### src/rtl/uart_pkg.sv
// rtl/uart_pkg.sv - shared types and helpers for the UART receive path
package uart_pkg;

  localparam int UART_DATA_W = 8;

  typedef enum logic [1:0] {IDLE, START, DATA, STOP} rx_state_t;

  function automatic int uart_div(input int clk_hz, input int baud);
    return clk_hz / baud;
  endfunction

endpackage

### src/rtl/sync_fifo.sv
// rtl/sync_fifo.sv - first-word-fall-through FIFO with push/pop/full/empty/level
module sync_fifo #(
  parameter int W     = 8,
  parameter int DEPTH = 8,
  localparam int AW   = $clog2(DEPTH),
  localparam int LW   = $clog2(DEPTH + 1)
) (
  input  logic          clk,
  input  logic          rst_n,
  input  logic          push,
  input  logic [W-1:0]  push_data,
  input  logic          pop,
  output logic [W-1:0]  pop_data,
  output logic          full,
  output logic          empty,
  output logic [LW-1:0] level
);

  logic [W-1:0]  mem [DEPTH];
  logic [AW-1:0] wr_ptr;
  logic [AW-1:0] rd_ptr;
  logic          do_push;
  logic          do_pop;

  assign empty    = (level == '0);
  assign full     = (level == LW'(DEPTH));
  assign do_pop   = pop && !empty;
  // A pop frees the slot in the same cycle, so a push while full still lands.
  assign do_push  = push && (!full || do_pop);
  assign pop_data = empty ? '0 : mem[rd_ptr];

  always_ff @(posedge clk or negedge rst_n) begin
    if (!rst_n) begin
      wr_ptr <= '0;
      rd_ptr <= '0;
      level  <= '0;
    end else begin
      if (do_push) wr_ptr <= wr_ptr + 1'b1;
      if (do_pop)  rd_ptr <= rd_ptr + 1'b1;
      level <= level + LW'(do_push) - LW'(do_pop);
    end
  end

  always_ff @(posedge clk) begin
    if (do_push) mem[wr_ptr] <= push_data;
  end

endmodule

### src/rtl/uart_rx_fifo.sv
// rtl/uart_rx_fifo.sv - 8N1 UART receiver feeding a FWFT byte FIFO
module uart_rx_fifo
  import uart_pkg::*;
#(
  parameter int CLK_HZ = 25_000_000,
  parameter int BAUD   = 115_200,
  parameter int DEPTH  = 8
) (
  input  logic                         CLK,
  input  logic                         RST_N,
  input  logic                         rx,
  output logic [UART_DATA_W-1:0]       data,
  output logic                         valid,
  input  logic                         ready,
  output logic [$clog2(DEPTH+1)-1:0]   level,
  output logic                         frame_err,
  output logic                         overrun
);

  localparam int DIV = uart_div(CLK_HZ, BAUD);
  localparam int CW  = $clog2(DIV);
  localparam logic [CW-1:0] HALF_LAST = CW'(DIV / 2 - 1);
  localparam logic [CW-1:0] FULL_LAST = CW'(DIV - 1);

  rx_state_t              state;
  logic [1:0]             sync;
  logic [1:0]             fill;
  logic                   rx_s;
  logic                   rx_prev;
  logic                   armed;
  logic [CW-1:0]          cnt;
  logic [2:0]             bit_cnt;
  logic [UART_DATA_W-1:0] shift;
  logic                   stop_sample;
  logic                   push;
  logic                   pop_ok;
  logic                   fifo_full;
  logic                   fifo_empty;

  assign rx_s        = sync[1];
  assign stop_sample = (state == STOP) && (cnt == FULL_LAST);
  assign push        = stop_sample && rx_s;
  assign valid       = !fifo_empty;
  assign pop_ok      = valid && ready;

  // fill tracks when rx_s carries real pin samples rather than reset values.
  always_ff @(posedge CLK or negedge RST_N) begin
    if (!RST_N) begin
      sync <= 2'b11;
      fill <= 2'b00;
    end else begin
      sync <= {sync[0], rx};
      fill <= {fill[0], 1'b1};
    end
  end

  always_ff @(posedge CLK or negedge RST_N) begin
    if (!RST_N) begin
      state     <= IDLE;
      rx_prev   <= 1'b1;
      armed     <= 1'b0;
      cnt       <= '0;
      bit_cnt   <= '0;
      shift     <= '0;
      frame_err <= 1'b0;
      overrun   <= 1'b0;
    end else begin
      frame_err <= 1'b0;
      overrun   <= 1'b0;
      rx_prev   <= rx_s;
      cnt       <= cnt + 1'b1;
      // A line held low through reset must go high before a start can count.
      if (fill[1] && rx_s) armed <= 1'b1;
      case (state)
        IDLE: begin
          if (armed && rx_prev && !rx_s) begin
            cnt   <= '0;
            state <= START;
          end
        end
        START: begin
          if (cnt == HALF_LAST) begin
            if (!rx_s) begin
              cnt     <= '0;
              bit_cnt <= '0;
              state   <= DATA;
            end else begin
              state <= IDLE;
            end
          end
        end
        DATA: begin
          if (cnt == FULL_LAST) begin
            cnt     <= '0;
            shift   <= {rx_s, shift[UART_DATA_W-1:1]};
            bit_cnt <= bit_cnt + 1'b1;
            if (bit_cnt == 3'd7) state <= STOP;
          end
        end
        STOP: begin
          if (cnt == FULL_LAST) begin
            frame_err <= !rx_s;
            overrun   <= rx_s && fifo_full && !pop_ok;
            state     <= IDLE;
          end
        end
        default: state <= IDLE;
      endcase
    end
  end

  sync_fifo #(
    .W     (UART_DATA_W),
    .DEPTH (DEPTH)
  ) u_fifo (
    .clk       (CLK),
    .rst_n     (RST_N),
    .push      (push),
    .push_data (shift),
    .pop       (ready),
    .pop_data  (data),
    .full      (fifo_full),
    .empty     (fifo_empty),
    .level     (level)
  );

endmodule

### config.mk
export PLATFORM = sky130hd
export DESIGN_NAME = uart_rx_fifo
export DESIGN_NICKNAME = d
export VERILOG_FILES = /design/src/rtl/uart_pkg.sv /design/src/rtl/sync_fifo.sv /design/src/rtl/uart_rx_fifo.sv
export SDC_FILE = /design/constraint.sdc
export NUM_CORES = 1
export LEC_CHECK = 0
export ABC_AREA = 1
export BUFFER_PORTS_ARGS = -buffer_cell sky130_fd_sc_hd__clkbuf_2
export CAP_MARGIN = 20
export CORE_MARGIN = 1.5
export CORE_UTILIZATION = 47
export DETAILED_ROUTE_END_ITERATION = 10
export GPL_TIMING_DRIVEN = 0
export PLACE_DENSITY_LB_ADDON = 0.05
export SYNTH_ARGS = -nofsm -noshare
export SYNTH_HDL_FRONTEND = slang
export SYNTH_SLANG_ARGS = --single-unit
### constraint.sdc
create_clock -name CLK -period 2.5 [get_ports CLK]
set_clock_uncertainty 0.15 [all_clocks]
set_input_delay 0.5 -clock CLK [delete_from_list [all_inputs] [get_ports CLK]]
set_output_delay 0.5 -clock CLK [all_outputs]
set_load 0.02 [all_outputs]
==> results.md, run 1 <==
- Register-to-Register Path Depth: 11
- Clock Latency Late Sink: 0.36 ns
- Max Slew Vio Count: 0
- Worst Tran Pin Value: 0.524 ns
- Hold path cells: 1
- CP Capture Type: primary output
- Die X-Extent: 101 um
- Initial antenna violation count: 0
- Total GRT Usage: 18.5%
- Post-synthesis register bit count: ~100
- H-tree depth: 3
- Full die area: ~10000 um^2
- Final hold vios: 0
- PD cells: 1010 nW/um^2
- Chip height: 101 um
- Leading area contributor after synthesis: edfxtp_1
- Fmax: ~420 MHz
- Power Total: 5.08 mW
- Tcrit/Tclk final: roughly 96%
- Ant diodes: 0
- Synthesis-to-layout area growth: 12.1%
- Cell Area, Synth: between 4000 and 5000 um^2
- Avg Cell Area, Syn: roughly 11 um^2
- GPL Wtd Cong: 0.776
- First-pass GRT wire length: 14100 um
- CTS buffer count: 9
- Slew headroom: 65.0%
- Clock transition at the registers of the reported paths: 0.10 ns
- Syn nets: 428
- VDD IR max: 0.400 mV
- Most frequent cells in the layout: nor2_1 (74), nand2_1 (70), edfxtp_1 (64)
- Post-detail-place hpwl: between 5000 and 6000 um
- Clk sinks: between 100 and 150
- Slowest-stage cell, CP: dfrtp_2
- Hold WS: 0.0621 ns
- Routed vias/inst: 4.90
- Register area share after synthesis: 64.6%
- Nets@finish: 461
- Core area: 9240 um^2
- Layout Cell Area excl Fill: just over 5000 um^2
- Avg WL per Cell: between 10 and 15 um
- Post-synth top area share: 42.8%
- Final WS setup: 0.0996 ns
- Clk buf depth: 2
- WS Path Type: reg2out
- Antenna-violating nets left: 0
- Levels on crit path: 7
- DRC violations left: 0
- FILL cells: 834
- Most frequent CP cell: nor2_1
- Status: finished, final reports clean
- CP required: 1.85 ns
- Area contributors post-synth: edfxtp_1 (43%), dfrtp_1 (20%), nor2_1 (6.5%)
- Synthesized instance count: 411
- Async SR Flop Fraction: 37.9%
- Buf/Inv on CP: 3
- Vias in the first global route: between 2000 and 3000
- Ys flop type: edfxtp_1
- Core Util, Final: 54.5%
- CTS tree: done
- Root buf cell: clkbuf_8
- I/O Buffers: 18
- Most common cell after layout, fill and taps aside: nor2_1
- Non-filler cells, final: 578
- Nature of the critical path startpoint: register
- Family with the most delay on the worst path: flip-flops
- Largest net degree at the start of global routing: 40
- Via count of the routed design: 2831
- Library cells used by synthesis: 33
- Setup WS pre-CTS: -0.121 ns
- Crit Path Max Fanout: 10
- DP Area: approximately 4700 um^2
- Leak Pwr: roughly 2.1 nW
- Placed cells: 558
- Top Ports: 19
- DRT Pass-1 Iters: 4
- Yosys warns: 0
- Post-synth EDFFs: between 60 and 70
- Crit-path max cell delay: ~0.5 ns
- Final-report setup violation count: 0
- Initial DRC count: 117
- Share of post-route cells with drive strength above 1: 18.7%
- Initial Util: between 40% and 50%
- Max cap viols: 0
- Critical path arrival: 1.75 ns
- Setup tns final: 0 ns
- Overflow left after global routing: 0
- Hold/Removal Path Class: in2reg
- Min cycle time layout: roughly 2.4 ns
- Num rows: 35
- Final WL: 8460 um
- Crit-path cells: inv_4 > buf_6 > o21ai_0 > o22ai_1 > nor2_1 > nor2_1 > clkbuf_2
## cell families after synthesis
group | Yosys count | share of synthesized area [%]
other | 1 | 0.0835
AO/OA/AOI/OAI | 61 | 7.52
adder cells (fa/ha/maj) | 13 | 3.79
XOR/XNOR | 7 | 1.37
AND/OR/NAND/NOR | 180 | 18.5
flip-flops | 103 | 64.6
buffers and inverters | 46 | 4.15
## power by group
part	internal [mW]	switching (mW)	total, mW
Sequential	1.94	0.175	2.11
Clock	0.383	0.599	0.983
Combinational	0.730	1.26	1.99
## area by class of cell
class,count,area (um^2),share of cell area [%]
flip-flops and latches,103,2900,57.7
multi-input cells,262,1410,28.0
well taps,129,161,3.20
inverters,35,139,2.76
repair buffers,22,138,2.73
clock buffers,9,124,2.46
plain buffers,11,93.8,1.86
clock inverters,7,63.8,1.27
## worst register-to-register path, stage by stage, from the launching register on
cell,delay [ns]
dfrtp_1,0.35
inv_1,0.07
ha_1,0.23
nand2_4,0.17
nand2_4,0.07
inv_2,0.14
ha_1,0.25
inv_1,0.05
ha_1,0.16
inv_1,0.06
fa_1,0.38
xnor2_1,0.14
## final timing paths
check | to | slack, ns | start
setup / recovery | data[3] | 0.1 | u_fifo.rd_ptr[0]
hold / removal | sync[0] | 0.06 | rx
setup reg to reg | u_fifo.level[2] | 0.18 | u_fifo.level[2]
hold reg to reg | fill[1] | 0.21 | fill[0]
max in group asynchronous | rx_prev | 1.20 | RST_N
min in group asynchronous | cnt[0] | 0.45 | RST_N
## metal layers
metal / track usage (%) / wire (um) / part of all wire, % / vias to the layer above
li1: - / - / - / 1432
met1: 24.6 / 4020 / 48 / 1363
met2: 31.4 / 4170 / 49 / 27
met3: 2.57 / 177 / 2.1 / 9
met4: 6.18 / 89 / 1.1 / 0
met5: 0 / 0 / 0 / -
## registers in the layout, indices dropped and copies added (netlist names), named ones only
register / cells
u_fifo.mem: 64
u_fifo.wr_ptr: 3
frame_err: 1
armed: 1
cnt: 8
shift: 8
overrun: 1
rx_prev: 1
bit_cnt: 3
state: 1
sync: 2
u_fifo.rd_ptr: 3
u_fifo.level: 4
fill: 2
## Yosys cell counts (3+ instances only)
master	n
inv_1	31
xnor2_1	3
o21ai_1	5
o211ai_1	8
o21ai_0	36
nand3_1	6
a21oi_1	3
nor2_1	78
dfrtp_1	36
xor2_1	4
nor2_2	6
inv_2	3
dfstp_2	3
nand2_1	70
nand2_2	3
nand2_4	4
ha_1	12
o22ai_1	8
nor3_1	3
nor2_4	3
buf_2	8
edfxtp_1	64
## repair_timing
| item | in CTS | in global routing |
|---|---|---|
| resized for setup | 7 | 25 |
| cloned | 0 | 0 |
| pin swaps | 0 | 2 |
| setup endpoints to repair | 24 | 24 |
| endpoints found under the hold margin | 0 | 14 |
| hold buffers | 0 | 1 |
| buffers inserted | 0 | 2 |
No activity file was read; power rests on OpenSTA's default activity.
==> inputs of run 2 (changes only) <==
--- a/config.mk
+++ b/config.mk
@@ -13,6 +13,7 @@
 export DETAILED_ROUTE_END_ITERATION = 10
 export GPL_TIMING_DRIVEN = 0
 export PLACE_DENSITY_LB_ADDON = 0.05
+export RECOVER_POWER = 100
 export SYNTH_ARGS = -nofsm -noshare
 export SYNTH_HDL_FRONTEND = slang
 export SYNTH_SLANG_ARGS = --single-unit
==> results.md, run 2 (same netlist as run 1, synthesis figures left out) <==
- VDD IR max: 0.398 mV
- Largest net degree at the start of global routing: 40
- Max cap viols: 0
- Die X-Extent: 101 um
- Overflow left after global routing: 0
- Ant diodes: 0
- Most frequent CP cell: nor2_1
- GPL Wtd Cong: 0.776
- First-pass GRT wire length: 14100 um
- WS Path Type: reg2out
- Critical path arrival: 1.73 ns
- Min cycle time layout: 2.38 ns
- Most common cell after layout, fill and taps aside: nor2_1
- Chip height: 101 um
- Setup WS pre-CTS: -0.121 ns
- Setup tns final: 0 ns
- Full die area: around 10000 um^2
- Share of post-route cells with drive strength above 1: between 10% and 20%
- Clock Latency Late Sink: 0.36 ns
- Buf/Inv on CP: 3
- Post-detail-place hpwl: 5790 um
- Clock transition at the registers of the reported paths: 0.10 ns
- Nets@finish: 461
- Status: finished, final reports clean
- Hold/Removal Path Class: in2reg
- Avg WL per Cell: 14.6 um
- Initial DRC count: 114
- Placed cells: around 560
- Top Ports: 19
- Clk sinks: 103
- CP Capture Type: primary output
- Nature of the critical path startpoint: register
- Crit Path Max Fanout: 10
- Worst Tran Pin Value: 0.812 ns
- Num rows: 35
- Final-report setup violation count: 0
- Root buf cell: clkbuf_8
- CP required: 1.85 ns
- Vias in the first global route: 2816
- H-tree depth: 3
- Hold WS: 0.0610 ns
- Clk buf depth: 2
- Initial Util: around 50%
- Non-filler cells, final: approximately 580
- Slew headroom: around 46%
- Largest registers: u_fifo.mem (64), cnt (8), shift (8)
- Crit-path max cell delay: 0.50 ns
- Initial antenna violation count: 0
- Final WL: 8450 um
- I/O Buffers: 18
- Total GRT Usage: 18.5%
- Biggest register: u_fifo.mem
- Family with the most delay on the worst path: flip-flops
- Antenna-violating nets left: 0
- Max reg flops: 64
- Via count of the routed design: 2831
- Fmax: between 400 and 500 MHz
- DRT Pass-1 Iters: 4
- Crit-path cells: inv_4 > buf_6 > nor2_1 > o22ai_1 > nor2_1 > nor2_1 > clkbuf_2
- Core area: between 9000 and 10000 um^2
- CTS buffer count: 9
- Leak Pwr: 2.02 nW
- Max Slew Vio Count: 0
- CTS tree: done
- DRC violations left: 0
- Slowest-stage cell, CP: dfrtp_2
- Power Total: 5.03 mW
- Most frequent cells in the layout: nor2_1 (76), nand2_1 (70), edfxtp_1 (64)
- Final hold vios: 0
- PD cells: a little over 1000 nW/um^2
- Tcrit/Tclk final: 95.1%
- Final WS setup: 0.122 ns
- Synthesis-to-layout area growth: 10.9%
- Routed vias/inst: ~4.9
-- run 2: worst paths after layout --
check	start	to	slack [ns]	depth (start not counted)
min in group asynchronous	RST_N	cnt[0]	0.59	2
min	rx	sync[0]	0.06	1
max	u_fifo.rd_ptr[0]	data[1]	0.12	7
min reg2reg	fill[0]	fill[1]	0.21	0
max in group asynchronous	RST_N	asynchronous set/reset pin	0.51	3
max reg2reg	u_fifo.level[1]	u_fifo.level[1]	0.17	10
-- run 2: power by group --
part / internal [mW] / switching [mW]
combinational: 0.703 / 1.23
clock: 0.383 / 0.599
sequential: 1.94 / 0.176
-- run 2: metal layers --
metal  vias to the layer above  routed length [um]  global-route usage (%)
met3                         9                 245                    2.57
met4                         0                 106                    6.18
met5                         -                   0                       0
met1                      1358                3850                    24.6
met2                        33                4250                    31.4
li1                       1431                   -                       -
-- run 2: area by class of cell --
class | count | area, um^2
repair buffers | 22 | 110
multi-input cells | 262 | 1380
clock buffers | 9 | 124
plain buffers | 11 | 92.6
fillers | 844 | 4260
flip-flops and latches | 103 | 2900
clock inverters | 7 | 63.8
inverters | 35 | 139
well taps | 129 | 161
-- run 2: stage by stage --
step           area (um^2)  util (%)
3_5_place_dp          4740      51.3
2_1_floorplan         4490         -
6_report              4980      53.9
4_1_cts               4940      53.5
3_3_place_gp          4740      51.3
5_1_grt               4980      53.9
-- run 2: repair_timing --
action                                  in CTS  in global routing
hold buffers                                 0                  1
resized for setup                            7                 25
pin swaps                                    0                  2
setup buffers                                0                  2
gates cloned                                 0                  0
endpoints found under the hold margin        0                 14
endpoints found under the setup margin      24                 24
